`config.mk`:
```
export PLATFORM = sky130hd
export DESIGN_NAME = store_commit_ctrl
export DESIGN_NICKNAME = d
export VERILOG_FILES = /design/src/rtl/store_commit_ctrl.sv
export SDC_FILE = /design/constraint.sdc
export NUM_CORES = 1
export LEC_CHECK = 0
export BUFFER_PORTS_ARGS = -buffer_cell sky130_fd_sc_hd__buf_2
export CAP_MARGIN = 20
export CORE_UTILIZATION = 60
export DETAILED_ROUTE_END_ITERATION = 7
export PLACE_DENSITY_LB_ADDON = 0.05
export SLEW_MARGIN = 20
export SYNTH_ARGS = -nofsm -noshare
export SYNTH_HDL_FRONTEND = slang
export SYNTH_SLANG_ARGS = --single-unit
```
`constraint.sdc`:
```
create_clock -name clk -period 5.6 [get_ports clk]
set_clock_uncertainty 0.2 [all_clocks]
set_input_delay 1.4 -clock clk [delete_from_list [all_inputs] [get_ports clk]]
set_output_delay 1.4 -clock clk [all_outputs]
set_load 0.02 [all_outputs]
```
`src/rtl/store_commit_ctrl.sv`:
```
// Committed-store buffer: accepts stores at the commit point, drains them in order
// over the data-side SRAM-like bus, and answers load conflict probes.
module sb_entry_match #(
    parameter int WORD_W = 30
) (
    input  logic              vld,
    input  logic              has_bytes,
    input  logic [WORD_W-1:0] st_word,
    input  logic [WORD_W-1:0] ld_word,
    output logic              hit
);
    assign hit = vld && has_bytes && (st_word == ld_word);
endmodule

module store_commit_ctrl #(
    parameter int SB_DEPTH = 4,
    parameter int ADDR_W   = 32,
    parameter int DATA_W   = 32
) (
    input  logic                         clk,
    input  logic                         resetn,
    input  logic                         cs_store_valid,
    output logic                         cs_store_ready,
    input  logic [ADDR_W-1:0]            cs_store_addr,
    input  logic [DATA_W-1:0]            cs_store_wdata,
    input  logic [DATA_W/8-1:0]          cs_store_wstrb,
    input  logic [1:0]                   cs_store_size,
    output logic                         data_req,
    output logic                         data_wr,
    output logic [1:0]                   data_size,
    output logic [ADDR_W-1:0]            data_addr,
    output logic [DATA_W-1:0]            data_wdata,
    output logic [DATA_W/8-1:0]          data_wstrb,
    input  logic                         data_addr_ok,
    input  logic                         data_data_ok,
    input  logic                         ld_check_valid,
    input  logic [ADDR_W-1:0]            ld_check_addr,
    output logic                         ld_conflict,
    output logic                         sb_empty,
    output logic [$clog2(SB_DEPTH+1)-1:0] sb_count
);
    localparam int PW = $clog2(SB_DEPTH);
    localparam int CW = $clog2(SB_DEPTH + 1);
    localparam int SW = DATA_W / 8;
    localparam logic [CW-1:0] DEPTH_C = CW'(SB_DEPTH);

    typedef struct packed {
        logic [ADDR_W-1:0] addr;
        logic [DATA_W-1:0] wdata;
        logic [SW-1:0]     wstrb;
        logic [1:0]        size;
    } sb_entry_t;

    typedef enum logic [1:0] {S_IDLE, S_REQ, S_WAIT} state_t;

    sb_entry_t             ent [SB_DEPTH];
    logic [SB_DEPTH-1:0]   ent_vld;
    logic [SB_DEPTH-1:0]   hit;
    logic [PW-1:0]         head_ptr, tail_ptr;
    logic [CW-1:0]         count, count_next;
    state_t                state, state_next;
    logic                  accept, pop;
    logic [1:0]            unused_ld_low;

    assign unused_ld_low  = ld_check_addr[1:0];
    assign cs_store_ready = (count < DEPTH_C);
    assign accept         = cs_store_valid && cs_store_ready;
    assign pop            = ((state == S_REQ) && data_addr_ok && data_data_ok) ||
                            ((state == S_WAIT) && data_data_ok);
    assign count_next     = count + CW'(accept) - CW'(pop);
    assign sb_count       = count;
    assign sb_empty       = (count == '0);

    // Payload needs no reset; validity is tracked separately.
    always_ff @(posedge clk) begin
        if (accept)
            ent[tail_ptr] <= '{addr: cs_store_addr, wdata: cs_store_wdata,
                               wstrb: cs_store_wstrb, size: cs_store_size};
    end

    always_ff @(posedge clk or negedge resetn) begin
        if (!resetn) begin
            head_ptr <= '0;
            tail_ptr <= '0;
            count    <= '0;
            ent_vld  <= '0;
        end else begin
            count <= count_next;
            if (accept) begin
                tail_ptr          <= tail_ptr + PW'(1);
                ent_vld[tail_ptr] <= 1'b1;
            end
            if (pop) begin
                head_ptr          <= head_ptr + PW'(1);
                ent_vld[head_ptr] <= 1'b0;
            end
        end
    end

    always_ff @(posedge clk or negedge resetn) begin
        if (!resetn) state <= S_IDLE;
        else         state <= state_next;
    end

    always_comb begin
        state_next = state;
        case (state)
            S_IDLE: if (count != '0) state_next = S_REQ;
            S_REQ: begin
                if (data_addr_ok && !data_data_ok)     state_next = S_WAIT;
                else if (data_addr_ok && data_data_ok) state_next = (count_next != '0) ? S_REQ : S_IDLE;
            end
            S_WAIT: if (data_data_ok) state_next = (count_next != '0) ? S_REQ : S_IDLE;
            default: state_next = S_IDLE;
        endcase
    end

    always_comb begin
        data_req   = (state == S_REQ);
        data_wr    = data_req;
        data_addr  = ent[head_ptr].addr;
        data_wdata = ent[head_ptr].wdata;
        data_wstrb = ent[head_ptr].wstrb;
        data_size  = ent[head_ptr].size;
    end

    // The in-flight head stays valid until popped, so it is still probed.
    for (genvar g = 0; g < SB_DEPTH; g++) begin : g_match
        sb_entry_match #(.WORD_W(ADDR_W - 2)) u_match (
            .vld      (ent_vld[g]),
            .has_bytes(|ent[g].wstrb),
            .st_word  (ent[g].addr[ADDR_W-1:2]),
            .ld_word  (ld_check_addr[ADDR_W-1:2]),
            .hit      (hit[g])
        );
    end

    assign ld_conflict = ld_check_valid && (|hit);

    a_no_overflow:  assert property (@(posedge clk) disable iff (!resetn)
                                     !((count == DEPTH_C) && accept && !pop));
    a_no_underflow: assert property (@(posedge clk) disable iff (!resetn)
                                     !((count == '0) && pop));
endmodule
```
**Word-level counts from Yosys, hierarchy flattened**

Memory sizes are Yosys's and may differ from the RTL's.
Cells that the tools add are included.

- Memories: 1
- Bits of input ports: 108
- Register bits: 13
- Memory bits (writable): 280
- Output and inout bits: 78

Memory list:

| memory | depth | bits a word | rd ports | clocked after memory_dff | wr ports | line | RTL |
|---|---|---|---|---|---|---|---|
| ent | 4 | 70 | 5 | 0 | 1 | 56 | `sb_entry_t ent [SB_DEPTH];` |

- $add $sub $neg: 4
- Muxes and demuxes: 14
- Equality and inequality tests: 9
- $lt $le $gt $ge: 5
- Bitwise logic cells: 3
- Reduce and logical (&&, ||, !) cells: 29

Operator list:

| cell | number |
|---|---|
| 30-bit equality test | 4 |
| 4-bit OR reduction | 5 |
| 1-bit logical AND | 17 |
| 2-bit two-way mux | 4 |
| 4-bit two-way mux | 2 |
| 2-bit by 3-bit < comparator with 1-bit output (second input constant) | 2 |
| 2-bit case mux with 3 select lines | 1 |
| 3-bit nonzero test | 2 |
| 1-bit two-way mux | 5 |
| 2-bit by 1-bit adder with 2-bit output (second input constant) | 2 |
| 4-bit bitwise AND | 1 |
| 1-bit demux with 2-bit select | 2 |
| 2-bit by 1-bit >= comparator with 1-bit output (second input constant) | 2 |
| 2-bit != test (second input constant) | 2 |
| 4-bit inverter | 1 |
| 4-bit bitwise OR | 1 |
| 3-bit by 1-bit adder with 3-bit output | 1 |
| 3-bit zero test | 1 |
| 3-bit < comparator (second input constant) | 1 |
| 3-bit by 1-bit != test with 1-bit output (second input constant) | 1 |
| 3-bit AND reduction | 1 |
| 3-bit by 1-bit subtractor with 3-bit output | 1 |
| 2-bit by 1-bit equality test with 1-bit output (second input constant) | 1 |
| 2-bit equality test (second input constant) | 1 |
| 3 further kinds | 3 |

**Depth between registers and ports, before layout**

Gate-level depths: netlist of the first run.

- Depth in word-level cells: 10
- Mapped depth: 11
- Gate-level depth less buffers: 10

**Hierarchy**

A second synthesis of the first run with hierarchy kept.

- Cells, all modules: 595
- Area total of the unflattened synthesis: 12482.0 µm²

Modules (own cells, without submodules):

| module | area each (µm²) | instances | cells each | sequential area each (µm²) |
|---|---|---|---|---|
| store_commit_ctrl | 11140.7 | 1 | 431 | 8733.4 |
| sb_entry_match | 335.3 | 4 | 41 | 0.0 |

**Least setup slack after synthesis of the first run**

Ideal clock, no wire load.

- Path type: in2reg
- Start point: in cs_store_valid
- End point: mem ent[0][0] (netlist bit) (enable)
- Cell stages on the path: 3
- Library setup time: 0.437 ns
- Arrival time: 3.465 ns
- Path buffers: 1
- Setup slack: 1.498 ns
- Required time: 4.963 ns
- Cell sequence: nor2b_1 -> clkbuf_1 -> and2_1

- Longest elaborated chain between the ends: 3

RTL lines:

| what | line | RTL |
|---|---|---|
| start: declaration | 22 | `input logic cs_store_valid,` |
| 1-bit logical AND | 67 | `assign accept = cs_store_valid && cs_store_ready;` |
| 1-bit two-way mux | 76 | `if (accept)` |
| 1-bit two-way mux (implied by the code) | 77 | `ent[tail_ptr] <= '{addr: cs_store_addr, wdata: cs_store_wdata,` |
| end: declaration | 56 |  |

Every way passes these cells.

**Final worst setup path of the first run**

- Start point: in ld_check_addr[7]
- End point: out ld_conflict

- Longest elaborated chain between the ends: 4

RTL lines:

| what | line | RTL |
|---|---|---|
| start: declaration | 37 | `input logic [ADDR_W-1:0] ld_check_addr,` |
| 30-bit equality test | 12 | `assign hit = vld && has_bytes && (st_word == ld_word);` |
| 1-bit logical AND | 12 |  |
| 4-bit OR reduction * | 138 | `assign ld_conflict = ld_check_valid && (\|hit);` |
| 1-bit logical AND * | 138 |  |
| end: declaration | 38 | `output logic ld_conflict,` |

Mark *: on every way between the ends. The rest lies on a longest branch, timed or not.

==> impl_metrics.json, run 1 <==
{
  "status": "complete, no violations",
  "worstPathMaxFanout": 4,
  "setup-tns-final_ns": 0,
  "period_needed_ns": 4.663,
  "hold_violations": 0,
  "wl_per_cell_microns": 23.67,
  "ys.flop_type": "edfxtp_1",
  "endpoint_kind": "output pin",
  "vias": 6374,
  "multiInputGateArea_sq_um": 3328,
  "cap_violations": 0,
  "placed_cell_area_sq_um": 13470,
  "die_w_microns": 145.4,
  "cts_sinks": 293,
  "syn-num-nets": 731,
  "ir_drop_uv": 389.7,
  "cts_resized": 0,
  "synth_area_sq_um": 12340,
  "die-area_sq_um": 21140,
  "io_buffers": 183,
  "finalNetCount": 917,
  "path_clk_slew_ns": 0.06,
  "clk_latency_ns": 0.53,
  "crit_arrival_ns": 3.06,
  "fillCellCount": 1307,
  "power.switching_mw": 2.268,
  "yosys_warnings": 0,
  "syn_avg_cell_area_sq_um": 20.13,
  "seqPwrFrac_pct": 44.2,
  "internal-power_mw": 4.718,
  "grt_pass1_wl_microns": 39560,
  "htreeDepth": 1,
  "seqCellArea_sq_um": 8741,
  "min_from": "ent_vld[0]",
  "min_period_over_period_pct": 83.27,
  "place_congestion": 0.8183,
  "setup_viol": 0,
  "drc": 0,
  "holdCritPathClass": "flip-flop to flip-flop",
  "layout-drive-gt1-share_pct": 38.61,
  "die_y_microns": 145.4,
  "ys_ff_latch": 293,
  "worstPathRequired_ns": 4.00,
  "reg2reg_from": "state[0]",
  "synth-edff-count": 280,
  "ys_seq_area_share_pct": 70.79,
  "synth_cell_types": 30,
  "final_cell_area_sq_um": 14340,
  "maxSlewViolCount": 0,
  "r2r-end": "state[0]",
  "ctsRootBufferMaster": "clkbuf_16",
  "p_comb_share_pct": 30.6,
  "async_flop_share_pct": 4.437,
  "relSlewSlack_pct": 24.51,
  "wirelength_microns": 25870,
  "cts_tree": "built",
  "start_util_pct": 61.17,
  "core_area_sq_um": 20170,
  "swShare_pct": 32.46,
  "antenna_left": 0,
  "whs_endpoint": "ent_vld[0]",
  "syn_inst": 613,
  "layout_setup_ws_ns": 0.9368,
  "first_pass_iters": 4,
  "critPathKind": "primary input to output pin",
  "worstRegToRegCells": 10,
  "tightest_slew_ns": 1.132,
  "cts_made_buffers": 29,
  "rows": 52,
  "overflow": 0,
  "clockBufferDepth": 3,
  "total_leakage_power_nw": 4.925,
  "power_per_cell_area_nw_per_um2": 487.3,
  "clkPwrFrac_pct": 25.1,
  "postCtsSetupBuffers": 0,
  "vias_per_cell": 5.832,
  "area_growth_pct": 16.21,
  "hpwl_microns": 17360,
  "grt_max_degree": 74,
  "io_pins": 186,
  "hold_depth": 1,
  "fmax_ghz": 0.2144,
  "grtUsageTotal_pct": 25.28,
  "dp_worst_setup_slack_ns": 0.9512,
  "antenna_found_initial": 6,
  "rsz0062_at_grt": "false",
  "startpoint_type": "primary input",
  "first_iter_violations": 370,
  "grt_pass1_vias": 6887,
  "reg2reg_setup_slack_ns": 2.50,
  "ctsHoldBuffers": 0
}
-- power groups by stage --
stage | clock (mW) | sequential, mW | combinational [mW]
CTS | 1.79 | 3.11 | 2.18
detailed placement | 0 | 3.15 | 2.16
global route | 1.87 | 3.14 | 2.27
floorplan | 0 | 2.94 | 1.62
finish | 1.76 | 3.09 | 2.14
global placement | 0 | 3.13 | 2.11
-- synthesized netlist by cell type (2+ instances only) --
cell type / n / area share (%)
edfxtp_1: 280 / 68
xnor2_1: 78 / 5.5
mux4_2: 70 / 13
xor2_1: 41 / 2.9
nand4_1: 24 / 1.2
nor4_1: 14 / 0.71
dfrtp_1: 13 / 2.6
buf_2: 12 / 0.49
buf_6: 10 / 0.91
ha_1: 9 / 0.91
clkbuf_1: 8 / 0.24
inv_1: 8 / 0.24
buf_4: 7 / 0.43
xnor2_2: 6 / 0.79
o41ai_1: 5 / 0.35
a2bb2oi_1: 4 / 0.28
and2_1: 4 / 0.20
nor2b_1: 3 / 0.15
nand2_1: 2 / 0.061
nor2_1: 2 / 0.061
nor4_2: 2 / 0.20
o21ai_0: 2 / 0.081
o21ai_1: 2 / 0.081
-- worst max-delay path, cell delays in order --
cell     delay (ns)
buf_2          0.13
xnor2_1        0.30
nand4_1        0.15
nor4_1         0.44
nand4_1        0.18
a41oi_2        0.25
buf_2          0.21
-- cells by family after synthesis --
| kind of cell | share of synthesized area, % |
|---|---|
| flip-flops | 70.79 |
| XOR/XNOR | 9.239 |
| multiplexers | 12.78 |
| AND/OR/NAND/NOR | 2.769 |
| buffers and inverters | 2.312 |
| AO/OA/AOI/OAI | 1.034 |
| adder cells (fa/ha/maj) | 1.075 |
-- layout make-up --
| cell class | count | area share (%) |
|---|---|---|
| Sequential cell | 293 | 60.97 |
| Multi-Input combinational cell | 275 | 23.22 |
| Timing Repair Buffer | 192 | 7.226 |
| Clock buffer | 43 | 5.638 |
| Tap cell | 270 | 2.356 |
| Clock inverter | 10 | 0.3491 |
| Inverter | 8 | 0.2095 |
| Antenna cell | 2 | 0.03491 |
-- layout by cell type, fill, tap and decap left out, drive strengths merged, types with 4 or more instances in the layout --
| cell type | instances |
|---|---|
| edfxtp | 280 |
| buf | 192 |
| xnor2 | 84 |
| mux4 | 70 |
| clkbuf | 43 |
| xor2 | 41 |
| nand4 | 24 |
| nor4 | 16 |
| dfrtp | 13 |
| ha | 9 |
| inv | 9 |
| clkinv | 8 |
| o41ai | 5 |
| and2 | 4 |
| a2bb2oi | 4 |
| nor2b | 4 |
| o21ai | 4 |
-- worst max-delay path by stage --
stage,startpoint,endpoint,slack (ns),cells after the start
detailed placement,ld_check_addr[9],ld_conflict,0.95,7
CTS,ld_check_addr[9],ld_conflict,0.94,7
floorplan,cs_store_valid,ent[0][0],1.50,3
finish,ld_check_addr[7],ld_conflict,0.94,7
global route,ld_check_addr[7],ld_conflict,0.84,7
global placement,ld_check_addr[7],ld_conflict,0.98,7
-- sequential cells by signal, summed over array words and instances (netlist names) --
signal and cells:
ent 280, ent_vld 4, sb_count 3, head_ptr 2, state 2, tail_ptr 2
-- per-stage QoR --
step / std cells / hold WS, ns / power (mW) / util, %
detailed placement: 1038 / 0.3429 / 5.312 / 66.80
floorplan: 613 / 0.3042 / 4.555 / -
finish: 1093 / 0.3591 / 6.986 / 71.08
global route: 1092 / 0.3819 / 7.281 / 71.07
CTS: 1091 / 0.3633 / 7.074 / 71.05
global placement: 1036 / 0.3410 / 5.235 / 66.53
-- layer usage --
metal	track usage, %	part of all wire, %	vias up	wire [microns]
li1	-	-	2827	-
met1	33.04	38	3252	9893
met2	42.43	51	239	13230
met3	6.050	8.1	50	2102
met4	8.105	2.3	6	606
met5	0	0.15	-	40
No activity file was read; power rests on OpenSTA's default activity.
==> run 2, diff against run 1 <==
--- a/config.mk
+++ b/config.mk
@@ -7,7 +7,7 @@
 export LEC_CHECK = 0
 export BUFFER_PORTS_ARGS = -buffer_cell sky130_fd_sc_hd__buf_2
 export CAP_MARGIN = 20
-export CORE_UTILIZATION = 60
+export CORE_UTILIZATION = 51
 export DETAILED_ROUTE_END_ITERATION = 7
 export PLACE_DENSITY_LB_ADDON = 0.05
 export SLEW_MARGIN = 20
==> constraint.sdc (replaced) <==
create_clock -name clk -period 4.1 [get_ports clk]
set_clock_uncertainty 0.2 [all_clocks]
set_input_delay 1.025 -clock clk [delete_from_list [all_inputs] [get_ports clk]]
set_output_delay 1.025 -clock clk [all_outputs]
set_load 0.02 [all_outputs]
==> run 2 against run 1 <==
  * Wire length grew 3.2%
  * First-iteration DRC count decreased by 13%
  * Sequential power increased by 33%
  * Critical path type unchanged
  * Largest cell class unchanged
==> impl_metrics.json, run 2 (synthesis gave the netlist of run 1 again) <==
{
  "cts_resized": 0,
  "cts_sinks": 293,
  "antenna_found_initial": 9,
  "power_per_cell_area_nw_per_um2": 677.1,
  "grt_max_degree": 44,
  "placedCellCount": 1094,
  "grt_pass1_wl_microns": 39680,
  "path_clk_slew_ns": 0.06,
  "ctsRootBufferMaster": "clkbuf_16",
  "cts_tree": "built",
  "antenna_left": 0,
  "first_pass_iters": 4,
  "htreeDepth": 1,
  "regMostFlops": "ent",
  "largest_reg_flops": 280,
  "core_area_sq_um": 23610,
  "endpoint_kind": "output pin",
  "die_w_microns": 157.5,
  "io_buffers": 183,
  "rows": 56,
  "ctsHoldBuffers": 0,
  "seqPwrFrac_pct": 41.4,
  "reg2reg_setup_slack_ns": 1.30,
  "start_util_pct": 52.25,
  "fmax_ghz": 0.2554,
  "die-area_sq_um": 24820,
  "min_period_over_period_pct": 95.50,
  "first_iter_violations": 321,
  "internal-power_mw": 6.740,
  "io_pins": 186,
  "holdCritPathClass": "primary input to async pin",
  "power_mw": 9.897,
  "total_leakage_power_nw": 5.034,
  "rsz0062_at_grt": "false",
  "ir_drop_uv": 450.2,
  "period_needed_ns": 3.916,
  "clk_latency_ns": 0.55,
  "power.switching_mw": 3.157,
  "place_congestion": 0.8393,
  "cts_made_buffers": 30,
  "overflow": 0,
  "finalNonFillerCells": 1152,
  "mostFrequentLayoutCell": "edfxtp_1",
  "postCtsSetupBuffers": 0,
  "setup-tns-final_ns": 0,
  "crit_arrival_ns": 2.69,
  "grt_pass1_vias": 6676,
  "fillCellCount": 1719,
  "vias_per_cell": 5.528,
  "status": "complete, no violations",
  "critPathKind": "primary input to output pin",
  "cap_violations": 0,
  "reg2reg_from": "state[0]",
  "tightest_slew_ns": 0.6111,
  "wirelength_microns": 26710,
  "drc": 0,
  "maxSlewViolCount": 0,
  "wl_per_cell_microns": 23.19,
  "grtUsageTotal_pct": 22.37,
  "worstPathRequired_ns": 2.87,
  "relSlewSlack_pct": 59.26,
  "vias": 6368,
  "clkPwrFrac_pct": 27.1,
  "dp_worst_setup_slack_ns": 0.2128,
  "p_comb_share_pct": 31.4,
  "layout_setup_ws_ns": 0.1845,
  "startpoint_type": "primary input",
  "setup_viol": 0,
  "final_cell_mix": "edfxtp_1, buf_2, xnor2_1",
  "finalNetCount": 925,
  "hpwl_microns": 18290,
  "die_y_microns": 157.5,
  "hold_violations": 0,
  "swShare_pct": 31.90,
  "worstPathMaxFanout": 4,
  "area_growth_pct": 18.48,
  "layout-drive-gt1-share_pct": 39.81,
  "clockBufferDepth": 3,
  "worstRegToRegCells": 11,
  "r2r-end": "state[0]"
}
[run 2: changes by cell type in the layout (fill, tap and decap cells not counted), moves of 2 or more]
| cell | delta |
|---|---|
| clkbuf_1 | -6 |
| clkbuf_16 | +2 |
| buf_16 | -2 |
| buf_4 | +3 |
| bufinv_16 | +3 |
| buf_12 | +6 |
| diode_2 | +2 |
[run 2: worst max-delay path by stage]
stage	from	endpoint	slack [ns]	cells past startpoint
global route	ld_check_addr[7]	ld_conflict	0.08	9
global placement	ld_check_addr[7]	ld_conflict	0.21	9
floorplan	cs_store_valid	ent[0][0]	0.37	3
CTS	ld_check_addr[7]	ld_conflict	0.17	9
finish	ld_check_addr[7]	ld_conflict	0.18	9
detailed placement	ld_check_addr[7]	ld_conflict	0.21	9
[run 2: area by class of cell]
type,count,area (sq um),area share [%]
antenna,4,10.01,0.06848
clock buffer,39,835.8,5.718
clock inverter,15,148.9,1.019
inverter,8,30.03,0.2054
multi-input combinational,275,3328,22.77
sequential,293,8741,59.80
tap,319,399.1,2.731
timing repair buffer,199,1124,7.687
[run 2: critical path, stage by stage]
cell and delay [ns]:
buf_2 0.14, xnor2_1 0.19, buf_4 0.16, nand4_1 0.09, nor4_1 0.31, buf_4 0.17
nand4_1 0.14, a41oi_2 0.26, buf_2 0.20
[run 2: metal layers]
layer / share of wire (%) / up-vias / GRT usage, %
li1: - / 2840 / -
met1: 41 / 3254 / 29.59
met2: 50 / 218 / 37.10
met3: 7.2 / 46 / 5.314
met4: 2.1 / 10 / 6.426
met5: 0.24 / - / 0
[run 2: stage by stage]
stage	utilization (%)	hold WS [ns]	cell area [sq um]
finish	61.90	0.1552	14620
global route	61.90	0.1577	14620
CTS	61.86	0.1468	14610
detailed placement	57.69	0.3381	13620
global placement	57.69	0.3371	13620
floorplan	-	0.3042	12340
[run 2: power groups by stage]
stage | Sequential [mW] | Combinational, mW | Clock, mW
global placement | 4.14 | 3.14 | 0
finish | 4.10 | 3.11 | 2.68
global route | 4.15 | 3.35 | 2.85
floorplan | 4.01 | 2.21 | 0
CTS | 4.11 | 3.17 | 2.73
detailed placement | 4.17 | 3.15 | 0
